### src/rtl/stopwatch_counter.sv
// Stopwatch IDLE/RUN/PAUSE control with BCD mm:ss tick counter; lap-hold display via STOPWATCH_LAP_HOLD_EN.
// Latency: 1 cycle from any pulse to outputs; no backpressure, every tick accepted in RUN is counted.
module stopwatch_counter #(
  parameter int MAX_MINUTES = 59
) (
  input  logic       clk,
  input  logic       rst,
  input  logic       start_stop,
  input  logic       clear,
  input  logic       second_tick,
`ifdef STOPWATCH_LAP_HOLD_EN
  input  logic       lap,
`endif
  output logic       timer_enable,
  output logic       running,
  output logic [3:0] sec_ones,
  output logic [3:0] sec_tens,
  output logic [3:0] min_ones,
  output logic [3:0] min_tens,
  output logic       rollover
);

  localparam logic [3:0] MAX_MIN_TENS = 4'(MAX_MINUTES / 10);
  localparam logic [3:0] MAX_MIN_ONES = 4'(MAX_MINUTES % 10);

  typedef enum logic [1:0] {
    IDLE  = 2'd0,
    RUN   = 2'd1,
    PAUSE = 2'd2
  } state_t;

  state_t     state_q, state_d;
  logic [3:0] sec_ones_q, sec_ones_d;
  logic [3:0] sec_tens_q, sec_tens_d;
  logic [3:0] min_ones_q, min_ones_d;
  logic [3:0] min_tens_q, min_tens_d;
  logic       rollover_q, rollover_d;
  logic       tick_acc;

  always_comb begin
    state_d    = state_q;
    sec_ones_d = sec_ones_q;
    sec_tens_d = sec_tens_q;
    min_ones_d = min_ones_q;
    min_tens_d = min_tens_q;
    rollover_d = 1'b0;
    tick_acc   = second_tick && (state_q == RUN);

    if (clear) begin
      state_d    = IDLE;
      sec_ones_d = 4'd0;
      sec_tens_d = 4'd0;
      min_ones_d = 4'd0;
      min_tens_d = 4'd0;
    end else begin
      case (state_q)
        IDLE:    if (start_stop) state_d = RUN;
        RUN:     if (start_stop) state_d = PAUSE;
        PAUSE:   if (start_stop) state_d = RUN;
        default: state_d = IDLE;
      endcase

      // Tick is judged on the pre-edge state, so a RUN->PAUSE edge still counts it.
      if (tick_acc) begin
        if (sec_ones_q != 4'd9) begin
          sec_ones_d = sec_ones_q + 4'd1;
        end else begin
          sec_ones_d = 4'd0;
          if (sec_tens_q != 4'd5) begin
            sec_tens_d = sec_tens_q + 4'd1;
          end else begin
            sec_tens_d = 4'd0;
            if (min_tens_q == MAX_MIN_TENS && min_ones_q == MAX_MIN_ONES) begin
              min_ones_d = 4'd0;
              min_tens_d = 4'd0;
              rollover_d = 1'b1;
            end else if (min_ones_q == 4'd9) begin
              min_ones_d = 4'd0;
              min_tens_d = min_tens_q + 4'd1;
            end else begin
              min_ones_d = min_ones_q + 4'd1;
            end
          end
        end
      end
    end
  end

  always_ff @(posedge clk) begin
    if (rst) begin
      state_q    <= IDLE;
      sec_ones_q <= 4'd0;
      sec_tens_q <= 4'd0;
      min_ones_q <= 4'd0;
      min_tens_q <= 4'd0;
      rollover_q <= 1'b0;
    end else begin
      state_q    <= state_d;
      sec_ones_q <= sec_ones_d;
      sec_tens_q <= sec_tens_d;
      min_ones_q <= min_ones_d;
      min_tens_q <= min_tens_d;
      rollover_q <= rollover_d;
    end
  end

  assign running      = (state_q == RUN);
  assign timer_enable = (state_q == RUN);
  assign rollover     = rollover_q;

`ifdef STOPWATCH_LAP_HOLD_EN
  logic       hold_q, hold_d;
  logic [3:0] snap_so_q, snap_so_d;
  logic [3:0] snap_st_q, snap_st_d;
  logic [3:0] snap_mo_q, snap_mo_d;
  logic [3:0] snap_mt_q, snap_mt_d;

  always_comb begin
    hold_d    = hold_q;
    snap_so_d = snap_so_q;
    snap_st_d = snap_st_q;
    snap_mo_d = snap_mo_q;
    snap_mt_d = snap_mt_q;
    if (clear) begin
      hold_d = 1'b0;
    end else if (lap && state_q != IDLE) begin
      hold_d = ~hold_q;
      // Capture the post-update count so a same-cycle tick is included.
      if (!hold_q) begin
        snap_so_d = sec_ones_d;
        snap_st_d = sec_tens_d;
        snap_mo_d = min_ones_d;
        snap_mt_d = min_tens_d;
      end
    end
  end

  always_ff @(posedge clk) begin
    if (rst) begin
      hold_q    <= 1'b0;
      snap_so_q <= 4'd0;
      snap_st_q <= 4'd0;
      snap_mo_q <= 4'd0;
      snap_mt_q <= 4'd0;
    end else begin
      hold_q    <= hold_d;
      snap_so_q <= snap_so_d;
      snap_st_q <= snap_st_d;
      snap_mo_q <= snap_mo_d;
      snap_mt_q <= snap_mt_d;
    end
  end

  assign sec_ones = hold_q ? snap_so_q : sec_ones_q;
  assign sec_tens = hold_q ? snap_st_q : sec_tens_q;
  assign min_ones = hold_q ? snap_mo_q : min_ones_q;
  assign min_tens = hold_q ? snap_mt_q : min_tens_q;
`else
  assign sec_ones = sec_ones_q;
  assign sec_tens = sec_tens_q;
  assign min_ones = min_ones_q;
  assign min_tens = min_tens_q;
`endif

endmodule

### config.mk
export PLATFORM = sky130hd
export DESIGN_NAME = stopwatch_counter
export DESIGN_NICKNAME = d
export VERILOG_FILES = /design/src/rtl/stopwatch_counter.sv
export SDC_FILE = /design/constraint.sdc
export NUM_CORES = 1
export LEC_CHECK = 0
export ABC_AREA = 1
export CAP_MARGIN = 20
export CORE_MARGIN = 5
export CORE_UTILIZATION = 44
export CTS_CLUSTER_DIAMETER = 200
export CTS_CLUSTER_SIZE = 24
export DETAILED_ROUTE_END_ITERATION = 16
export PLACE_DENSITY = 0.74
export SKIP_CTS_REPAIR_TIMING = 1
export SYNTH_ARGS = -nofsm -noshare
export SYNTH_HDL_FRONTEND = slang
export SYNTH_SLANG_ARGS = --single-unit
### constraint.sdc
create_clock -name clk -period 1.1 [get_ports clk]
set_input_delay 0.22 -clock clk [delete_from_list [all_inputs] [get_ports clk]]
set_output_delay 0.22 -clock clk [all_outputs]
set_load 0.05 [all_outputs]
After elaboration in Yosys (flattened, before gate mapping)

Cells that the tools add are included.

$add $sub $neg: 4
Equality and inequality tests: 8
Multiplexer cells: 10
Bitwise operators: 3
Reduce and logical (&&, ||, !) cells: 11

Operators by type and width:

| operator            | count |
|---|---|
| $mux 4              | 6 |
| $add 4x1->4 const B | 4 |
| $reduce_or 5->1     | 1 |
| $eq 4x3->1 const B  | 1 |
| $eq 4x4->1 const B  | 1 |
| $mux 2              | 2 |
| $ne 4x3->1 const B  | 1 |
| $ne 4x4->1 const B  | 1 |
| $pmux 2 s2          | 1 |
| $reduce_and 2->1    | 2 |
| $reduce_and 4->1    | 1 |
| $reduce_or 2->1     | 2 |
| $not 1->1           | 3 |
| $reduce_and 3->1    | 1 |
| $eq 2x1->1 const B  | 1 |
| $eq 2x2->1 const B  | 1 |
| $logic_and 1x1->1   | 2 |
| $logic_not 2->1     | 1 |
| $ne 2x1->1 const B  | 1 |
| $ne 2x2->1 const B  | 1 |
| $reduce_bool 2->1   | 1 |
| $mux 1              | 1 |

Register bits after elaboration: 19
Input port bits: 5
Output and inout bits: 19
Logic and storage cells: 42

Longest topological paths before layout

Gate-level depths: netlist of the first run.

Word-level depth: 4
Depth in mapped cells: 8
Mapped depth without buffers: 8

Worst setup path after synthesis of the first run

No wires, ideal clock.

Path type: reg2reg
Start: register min_ones_q[0] (netlist: min_ones[0])
End: register min_tens_q[0] (netlist: min_tens[0])
Setup time: 0.070 ns
Arrival time: 1.548 ns
Required time: 1.030 ns
Path slack: -0.518 ns
Stages on the path, launching flop included: 8
Path through: dfxtp_1 -> ha_1 -> nand3_1 -> inv_1 -> nand2_2 -> nor2_4 -> nand2_1 -> a21oi_1

Word-level cells in the longest chain between the ends: 4
Elaborated cells between the ends (all ways): 5
Classes of those cells: eq/ne: 1; mux: 1; reduce/logical: 3

RTL lines:

| what                               | line   | source |
|---|---|---|
| start, declared                    | 35     | `logic [3:0] min_ones_q, min_ones_d;` |
| start signal, assigned             | 101    | `min_ones_q <= min_ones_d;` |
| $eq 4x4->1 *                       | 73, 77 |  |
| $logic_and 1x1->1                  | 73     | `if (min_tens_q == MAX_MIN_TENS && min_ones_q == MAX_MIN_ONES) begin` |
| $reduce_bool 2->1 (no source line) | --     |  |
| $reduce_and 4->1 (no source line)  | --     |  |
| end signal, assigned               | 102    | `min_tens_q <= min_tens_d;` |
| end, declared                      | 36     | `logic [3:0] min_tens_q, min_tens_d;` |

Mark *: on every way between the ends. The rest lies on a longest branch, timed or not.
A chain may end at the register's enable or synchronous reset.

Worst setup path in the final report of the first run

Start: register min_ones_q[1] (netlist: min_ones[1])
End: register min_ones_q[3] (netlist: min_ones[3])

Word-level cells in the longest chain between the ends: 3
Elaborated cells between the ends (all ways): 5
Classes of those cells: add/sub: 1; eq/ne: 1; mux: 2; reduce/logical: 1

RTL lines:

| what                                               | line |
|---|---|
| $add 4x1->4 / $eq 4x4->1 (equally long branches)   | 81, 73, 77 |
| $mux 4 / $logic_and 1x1->1 (equally long branches) | 77, 73 |
| $mux 4 *                                           | 73 |

Marked as above.

==> impl_metrics.ini, run 1 <==
[outcome]
status = finished, violations left
violations = setup timing

[final_layout]
fin_cells = 239
syn2layout_area_growth_pct = 100
multi_input_area_sq_um = 754
insertedDiodeCount = 0
nets = 221
num-fill-cells = 79
drive_gt1_frac = 0.635
seqCellArea_sq_um = 440

[yosys]
synth_common_cells = nand2_1 (36), dfxtp_1 (19), nor2_1 (19)
synth_fa_ha_area_frac = 0.0482
synth-main-ff-cell = dfxtp_1
syn_inst = 150
synth.area.top_cells = dfxtp_1 (37%), nand2_1 (13%), nor2_1 (6.9%), a21oi_1 (6.7%), inv_1 (6.1%)
synth_area_per_cell_sq_um = 6.92
ys_seq_area_frac = 0.366
synth_edf_count = 0
synthXorXnorAreaFrac = 0.0169
ys_ff_latch = 19
synthesis.nets = 159
yosysWarningCount = 0
synth-compound-area-share = 0.105
synth_cell_types = 23
muxShareOfSynthArea = 0
yosys.area.top_type = dfxtp_1
yosysMostFrequentCell = nand2_1
synth_top_family_by_area = simple AND/OR/NAND/NOR gates
async_reset_ff_frac = 0
synth_simple_gate_area_frac = 0.382
synth_top_area_frac = 0.366
synthesis.area_sq_um = 1040

[place]
gp_congestion = 0.864
preCtsSetupSlack_ns = -0.375
dpl.hpwl_mm = 2.36
port_buffers = 23
dpl.cell_count = 220

[global_routing]
grt_max_degree = 13
grt_overflow_total = 0
grt_usage = 0.182
grt_pass1_vias = 1183
grt_pass1_wl_mm = 4.86
antenna_found_initial = 0

[job]
cap_viol_max_count = 0

[worst_setup_path]
reg2reg_from = min_ones[1]$_SDFFE_PP0P_
endpoint_kind = flop
r2r_end = min_ones[3]$_SDFFE_PP0P_
cp.required_ns = 1.33
rr_worst_depth = 8
cp.arrival_ns = 1.61
path_class = reg -> reg
crit_fanout = 5
startpoint_type = flop
r2r_slack_ns = -0.28

[hold_path]
hold_end = min_tens[3]$_SDFFE_PP0P_
min_delay_path_depth = 2
hp-class = reg -> reg
hold_start = min_tens[3]$_SDFFE_PP0P_

[sta]
clock.fmax_mhz = 726
grt_setup_unrepaired = yes
max_slew.worst_pin.slew_ns = 0.340
fin_setup_tns_ns = -4.02
post-route-period-util = 1.25
min_period_ns = 1.38
max-slew-margin-rel = 0.771
finalSetupViolations = 32
hold_ws_ns = 0.530
hold_viol = 0
setup_ws_ns = -0.277
slew_violations = 0
skew_ns = 0.0149

[power_and_ir_drop]
ir_worst_vdd_mv = 0.780
p_leak_nw = 0.764
power_density_nw_per_um2 = 573

[floorplan]
core-area_sq_um = 2230
die_area_sq_um = 3430
die_h_um = 58.6
fp.dieW_um = 58.6
pin_count = 24
rows = 17
start_util = 0.465

[drt]
drt_iter0_drc = 86
drc = 0
drt-wirelength-per-cell_um = 19.3
vias_per_cell = 5.83
drt-total-wl_mm = 4.61
vias = 1393
ant_nets = 0
first_pass_iters = 4

[cts]
path_clk_slew_ns = 0.13
htreeDepth = 1
root_buffer = clkbuf_4
cts_max_path_buffers = 2
cts_tree = done
clk_latency_ns = 0.32
cts_buffers = 3
clock_sinks = 19
-- worst max path at each step --
stage | from | to | slack [ns]
3_5_place_dp | second_tick | min_tens[2]$_SDFFE_PP0P_ | -0.37
5_1_grt | min_ones[1]$_SDFFE_PP0P_ | min_ones[3]$_SDFFE_PP0P_ | -0.40
6_report | min_ones[1]$_SDFFE_PP0P_ | min_ones[3]$_SDFFE_PP0P_ | -0.28
4_1_cts | state_q[1]$_SDFFE_PP0P_ | timer_enable | -0.25
2_1_floorplan | min_ones[0]$_SDFFE_PP0P_ | min_tens[2]$_SDFFE_PP0P_ | -0.09
3_3_place_gp | second_tick | min_tens[3]$_SDFFE_PP0P_ | -0.33
-- cell usage in the layout (no fill, tap or decap), drive strengths merged --
cell type / Yosys / final
buf: 2 / 55
nand2: 40 / 40
nor2: 25 / 25
dfxtp: 19 / 19
inv: 18 / 18
a21oi: 14 / 14
nand3: 10 / 10
o21ai: 5 / 5
nand4: 4 / 4
clkdlybuf4s50: 0 / 4
nor3: 4 / 4
ha: 4 / 4
clkbuf: 0 / 3
clkinvlp: 0 / 2
xor2: 1 / 1
a211oi: 1 / 1
xnor2: 1 / 1
a31oi: 1 / 1
-- critical path: stages, from the launching register on --
cell and delay [ns]:
dfxtp_4 0.39, inv_2 0.04, ha_4 0.16, nand3_4 0.10
inv_4 0.07, buf_4 0.14, a21oi_2 0.14, nand2_1 0.09
a21oi_1 0.16
-- stage by stage --
step                      power, mW  area, sq um  utilization
after global placement        0.782         1740        0.778
after floorplan               0.731         1140            -
final                          1.19         2080        0.932
after CTS                      1.15         1770        0.792
after global routing           1.23         2080        0.932
after detailed placement      0.787         1740        0.778
-- layer usage --
| metal | up-vias | global-route usage | routed length, um |
|---|---|---|---|
| met1 | 645 | 0.200 | 1670 |
| met3 | 38 | 0.0329 | 272 |
| met4 | 0 | 0.100 | 299 |
| li1 | 610 | - | - |
| met5 | - | 0 | 0 |
| met2 | 100 | 0.327 | 2370 |
-- where the power goes --
part,internal (mW),total [mW],switching [mW]
combinational,0.0648,0.138,0.0734
sequential,0.656,0.660,0.00416
clock,0.139,0.395,0.256
total,0.860,1.19,0.334
-- registers in the layout, indices dropped and copies added, names as in the netlist --
signal and cells:
sec_ones 4, min_ones 4, sec_tens 4, min_tens 4, state_q 2, rollover 1
-- kinds of logic (layout without fill, tap and decap cells) --
| kind of cell | Yosys count | after routing |
|---|---|---|
| AOI/OAI and AO/OA | 21 | 21 |
| xor gates and xnor gates | 2 | 2 |
| adders and majority gates | 4 | 4 |
| buffers and inverters | 21 | 82 |
| DFF | 19 | 19 |
| and+or+nand+nor | 83 | 83 |
-- cell type report --
cell class,count,area share
clock buffers,3,0.0108
clock inverters,1,0.00361
inverters,19,0.0397
multi-input cells,110,0.362
flip-flops and latches,19,0.212
well taps,28,0.0168
repair buffers,59,0.355
Power figures use the tool's default switching activity.
==> inputs of run 2 (changes only) <==
==> constraint.sdc (replaced) <==
create_clock -name clk -period 1.2 [get_ports clk]
set_input_delay 0.24 -clock clk [delete_from_list [all_inputs] [get_ports clk]]
set_output_delay 0.24 -clock clk [all_outputs]
set_load 0.05 [all_outputs]
==> run 2 against run 1 <==
The run still ends with setup timing left. Flip-flop and latch count did not move. Largest power group unchanged. Via count fell by 15%. Critical path type is now reg -> out. Clock power fell by 15%.
==> impl_metrics.ini, run 2 (synthesized netlist as in run 1, its figures left out) <==
[place]
gp_congestion = 0.856
preCtsSetupSlack_ns = -0.327
dpl.hpwl_mm = 2.06
port_buffers = 23
dpl.cell_count = 208

[power_and_ir_drop]
p_int_mw = 0.783
seq_power_share = 0.587
p_leak_nw = 0.690
power_density_nw_per_um2 = 555
p_sw_mw = 0.264
switching_share = 0.252
ir_worst_vdd_mv = 0.462
p_clk_frac = 0.322
combPwrFrac = 0.091

[worst_setup_path]
crit_chain = nand2_4, clkinvlp_4, buf_12
crit_fanout = 4
cp.required_ns = 0.96
cp.arrival_ns = 1.07
crit_slowest_cell = dfxtp_2
startpoint_type = flop
rr_worst_depth = 7
endpoint_kind = output port
startpoint = state_q[0]$_SDFFE_PP0P_
path_class = reg -> out
reg2reg_from = min_tens[1]$_SDFFE_PP0P_
critPathMaxStageDelay_ns = 0.38

[floorplan]
die_h_um = 58.6
fp.dieW_um = 58.6
core-area_sq_um = 2230
start_util = 0.465
pin_count = 24
die_area_sq_um = 3430
rows = 17

[cts]
cts_buffers = 3
root_buffer = clkbuf_4
path_clk_slew_ns = 0.10
cts_max_path_buffers = 2
clk_latency_ns = 0.31
cts_tree = done
clock_sinks = 19
htreeDepth = 1

[final_layout]
fin_cells = 224
drive_gt1_frac = 0.536
insertedDiodeCount = 0
multi_input_area_sq_um = 696
syn2layout_area_growth_pct = 81.6
num-fill-cells = 118
nets = 206
mostFrequentLayoutCells = nand2_1 (28), buf_12 (20), nor2_1 (14)
final_common_cell = nand2_1
seqCellArea_sq_um = 430

[sta]
max-slew-margin-rel = 0.811
grt_setup_unrepaired = yes
min_period_ns = 1.31
hold_viol = 0
clock.fmax_mhz = 761
slew_violations = 0
skew_ns = 0.00607
setup_ws_ns = -0.113
post-route-period-util = 1.09
max_slew.worst_pin.slew_ns = 0.284
finalSetupViolations = 7

[drt]
drc = 0
ant_nets = 0
first_pass_iters = 4
vias_per_cell = 5.27
drt-wirelength-per-cell_um = 14.2
drt_iter0_drc = 22
vias = 1181
drt-total-wl_mm = 3.18

[outcome]
status = finished, violations left
violations = setup timing

[global_routing]
grt_pass1_vias = 1044
grt_usage = 0.156
grt_pass1_wl_mm = 4.24
antenna_found_initial = 0
grt_max_degree = 14
grt_overflow_total = 0

[hold_path]
min_delay_path_depth = 2
hp-class = reg -> reg
hold_start = sec_tens[1]$_SDFFE_PP0P_

[job]
cap_viol_max_count = 0
==> run 2: per-stage QoR <==
| stage | hold WS (ns) | TNS [ns] | power (mW) | utilization | instance area (sq um) |
|---|---|---|---|---|---|
| global placement | 0.459 | -3.53 | 0.719 | 0.727 | 1620 |
| global route | 0.497 | -1.05 | 1.07 | 0.844 | 1890 |
| CTS | 0.485 | -0.499 | 1.04 | 0.738 | 1650 |
| finish | 0.477 | -0.306 | 1.05 | 0.844 | 1890 |
| floorplan | 0.329 | 0 | 0.678 | - | 1120 |
| detailed placement | 0.467 | -4.17 | 0.721 | 0.727 | 1620 |
==> run 2: final timing paths <==
path	end	slack, ns
max	running	-0.11
min	sec_tens[1]$_SDFFE_PP0P_	0.48
max reg2reg	min_tens[3]$_SDFFE_PP0P_	-0.03
min reg2reg	sec_tens[1]$_SDFFE_PP0P_	0.48
==> run 2: critical path: cells and delay by family (launching register included) <==
| family | cells | cell delay [ns] |
|---|---|---|
| and+or+nand+nor | 1 | 0.09 |
| buffers and inverters | 2 | 0.30 |
| DFF | 1 | 0.38 |
==> run 2: layout make-up <==
type                            instances  share of cell area
Multi-Input combinational cell        110               0.369
Timing Repair Buffer                   44               0.327
Sequential cell                        19               0.228
Inverter                               19              0.0431
Tap cell                               28              0.0186
Clock buffer                            4              0.0139
==> run 2: layer usage <==
metal  vias up  GRT usage  part of all wire
met5         -          0                 0
met4         0     0.0777             0.016
met3         6     0.0329             0.032
met2        34      0.274              0.55
met1       564      0.176              0.40
li1        577          -                 -
==> run 2: power groups by stage <==
stage / logic (mW) / clock network [mW] / registers, mW
after CTS: 0.0868 / 0.331 / 0.620
after detailed placement: 0.0866 / 0 / 0.635
final: 0.0951 / 0.337 / 0.615
after global routing: 0.101 / 0.352 / 0.615
after global placement: 0.0851 / 0 / 0.634
after floorplan: 0.0428 / 0 / 0.636
==> inputs of run 3 (changes only) <==
--- a/config.mk
+++ b/config.mk
@@ -9,10 +9,9 @@
 export CAP_MARGIN = 20
 export CORE_MARGIN = 5
 export CORE_UTILIZATION = 44
-export CTS_CLUSTER_DIAMETER = 200
 export CTS_CLUSTER_SIZE = 24
 export DETAILED_ROUTE_END_ITERATION = 16
-export PLACE_DENSITY = 0.74
+export PLACE_DENSITY = 0.75
 export SKIP_CTS_REPAIR_TIMING = 1
 export SYNTH_ARGS = -nofsm -noshare
 export SYNTH_HDL_FRONTEND = slang
==> run 3 against run 2 <==
The flow still finishes with violations (setup timing). Maximum frequency shrank 2.2%. Highest routed layer unchanged. Critical path type is now reg -> reg. Sequential power barely moved. Critical endpoint is now min_tens[2]$_SDFFE_PP0P_. Largest power group unchanged. First-iteration DRC count up 41%. Worst hold slack better by 0.014 ns. Largest cell class unchanged.
==> impl_metrics.ini, run 3 (synthesized netlist as in run 1, its figures left out) <==
[global_routing]
antenna_found_initial = 0
grt_usage = 0.167
grt_max_degree = 14
grt_pass1_wl_mm = 4.40
grt_pass1_vias = 1049
grt_overflow_total = 0

[floorplan]
pin_count = 24
start_util = 0.465
rows = 17
fp.dieW_um = 58.6
die_area_sq_um = 3430
die_h_um = 58.6
core-area_sq_um = 2230

[job]
cap_viol_max_count = 0

[worst_setup_path]
crit_fanout = 6
r2r_slack_ns = -0.14
startpoint_type = flop
startpoint = min_tens[1]$_SDFFE_PP0P_
critPathMaxStageDelay_ns = 0.40
r2r_end = min_tens[2]$_SDFFE_PP0P_
crit_family = simple AND/OR/NAND/NOR gates
crit_slowest_cell = dfxtp_4
endpoint_kind = flop
rr_worst_depth = 7
path_class = reg -> reg
path_buf_inv = 1
crit_chain = inv_1, ha_1, nand3_1, nor2_2, nor2_1, nand2_2, a21oi_2
cp.required_ns = 1.44
cp.arrival_ns = 1.58
reg2reg_from = min_tens[1]$_SDFFE_PP0P_

[sta]
skew_ns = 0.00564
clock.fmax_mhz = 745
min_period_ns = 1.34
grt_setup_unrepaired = yes
max_slew.worst_pin.slew_ns = 0.590
max-slew-margin-rel = 0.606
hold_viol = 0
slew_violations = 0
post-route-period-util = 1.12
setup_ws_ns = -0.143
finalSetupViolations = 11

[drt]
drc = 0
drt-total-wl_mm = 3.47
vias_per_cell = 5.29
first_pass_iters = 4
ant_nets = 0
drt_iter0_drc = 31
drt-wirelength-per-cell_um = 15.2
vias = 1207

[cts]
root_buffer = clkbuf_4
cts_max_path_buffers = 2
clock_sinks = 19
htreeDepth = 1
clk_latency_ns = 0.31
path_clk_slew_ns = 0.10
cts_buffers = 3
cts_tree = done

[final_layout]
final_common_cell = nand2_1
final_core_util = 0.878
syn2layout_area_growth_pct = 88.8
fin_cells = 228
drive_gt1_frac = 0.565
mostFrequentLayoutCells = nand2_1 (26), buf_12 (20), buf_4 (16)
nets = 210
insertedDiodeCount = 0

[place]
port_buffers = 23
dpl.cell_count = 206
gp_congestion = 0.864
dpl.hpwl_mm = 1.98

[hold_path]
hp-class = reg -> reg
hold_end = state_q[0]$_SDFFE_PP0P_
min_delay_path_depth = 1
hold_start = state_q[0]$_SDFFE_PP0P_

[outcome]
status = finished, violations left
violations = setup timing

[power_and_ir_drop]
p_leak_nw = 0.705
fin_total_pwr_mw = 1.05
ir_worst_vdd_mv = 0.850
power_density_nw_per_um2 = 537
## run 3: how the worst max path moves through the flow
stage / endpoint / slack [ns] / depth (start not counted)
2_1_floorplan: min_tens[2]$_SDFFE_PP0P_ / 0.006 / 7
3_3_place_gp: min_tens[3]$_SDFFE_PP0P_ / -0.27 / 6
3_5_place_dp: min_tens[2]$_SDFFE_PP0P_ / -0.31 / 6
4_1_cts: running / -0.16 / 3
5_1_grt: min_tens[2]$_SDFFE_PP0P_ / -0.22 / 7
6_report: min_tens[2]$_SDFFE_PP0P_ / -0.14 / 7
## run 3: routing by layer
metal  routed length (um)  vias to the layer above  global-route usage
met2                 1800                       42               0.287
met4                   89                        0              0.0971
li1                     -                      583                   -
met3                  156                       10              0.0439
met5                    0                        -                   0
met1                 1430                      572               0.184
## run 3: final cells by class
class | count | area [sq um]
Timing Repair Buffer | 48 | 651
Sequential cell | 19 | 430
Clock buffer | 4 | 26.3
Tap cell | 28 | 35.0
Fill cell | 101 | 273
Multi-Input combinational cell | 110 | 736
Inverter | 19 | 82.6
## run 3: per-stage QoR
step	setup slack [ns]	TNS [ns]	area (sq um)	hold WS (ns)
2_1_floorplan	0.00576	0	1120	0.329
3_3_place_gp	-0.274	-3.68	1610	0.460
3_5_place_dp	-0.312	-4.03	1610	0.491
4_1_cts	-0.165	-0.509	1630	0.509
5_1_grt	-0.224	-2.27	1960	0.518
6_report	-0.143	-0.976	1960	0.491
## run 3: where the power goes
| part | total (mW) | switching [mW] | internal (mW) |
|---|---|---|---|
| combinational | 0.109 | 0.0575 | 0.0516 |
| sequential | 0.615 | 0.00475 | 0.610 |
| clock | 0.328 | 0.198 | 0.130 |
| total | 1.05 | 0.260 | 0.792 |
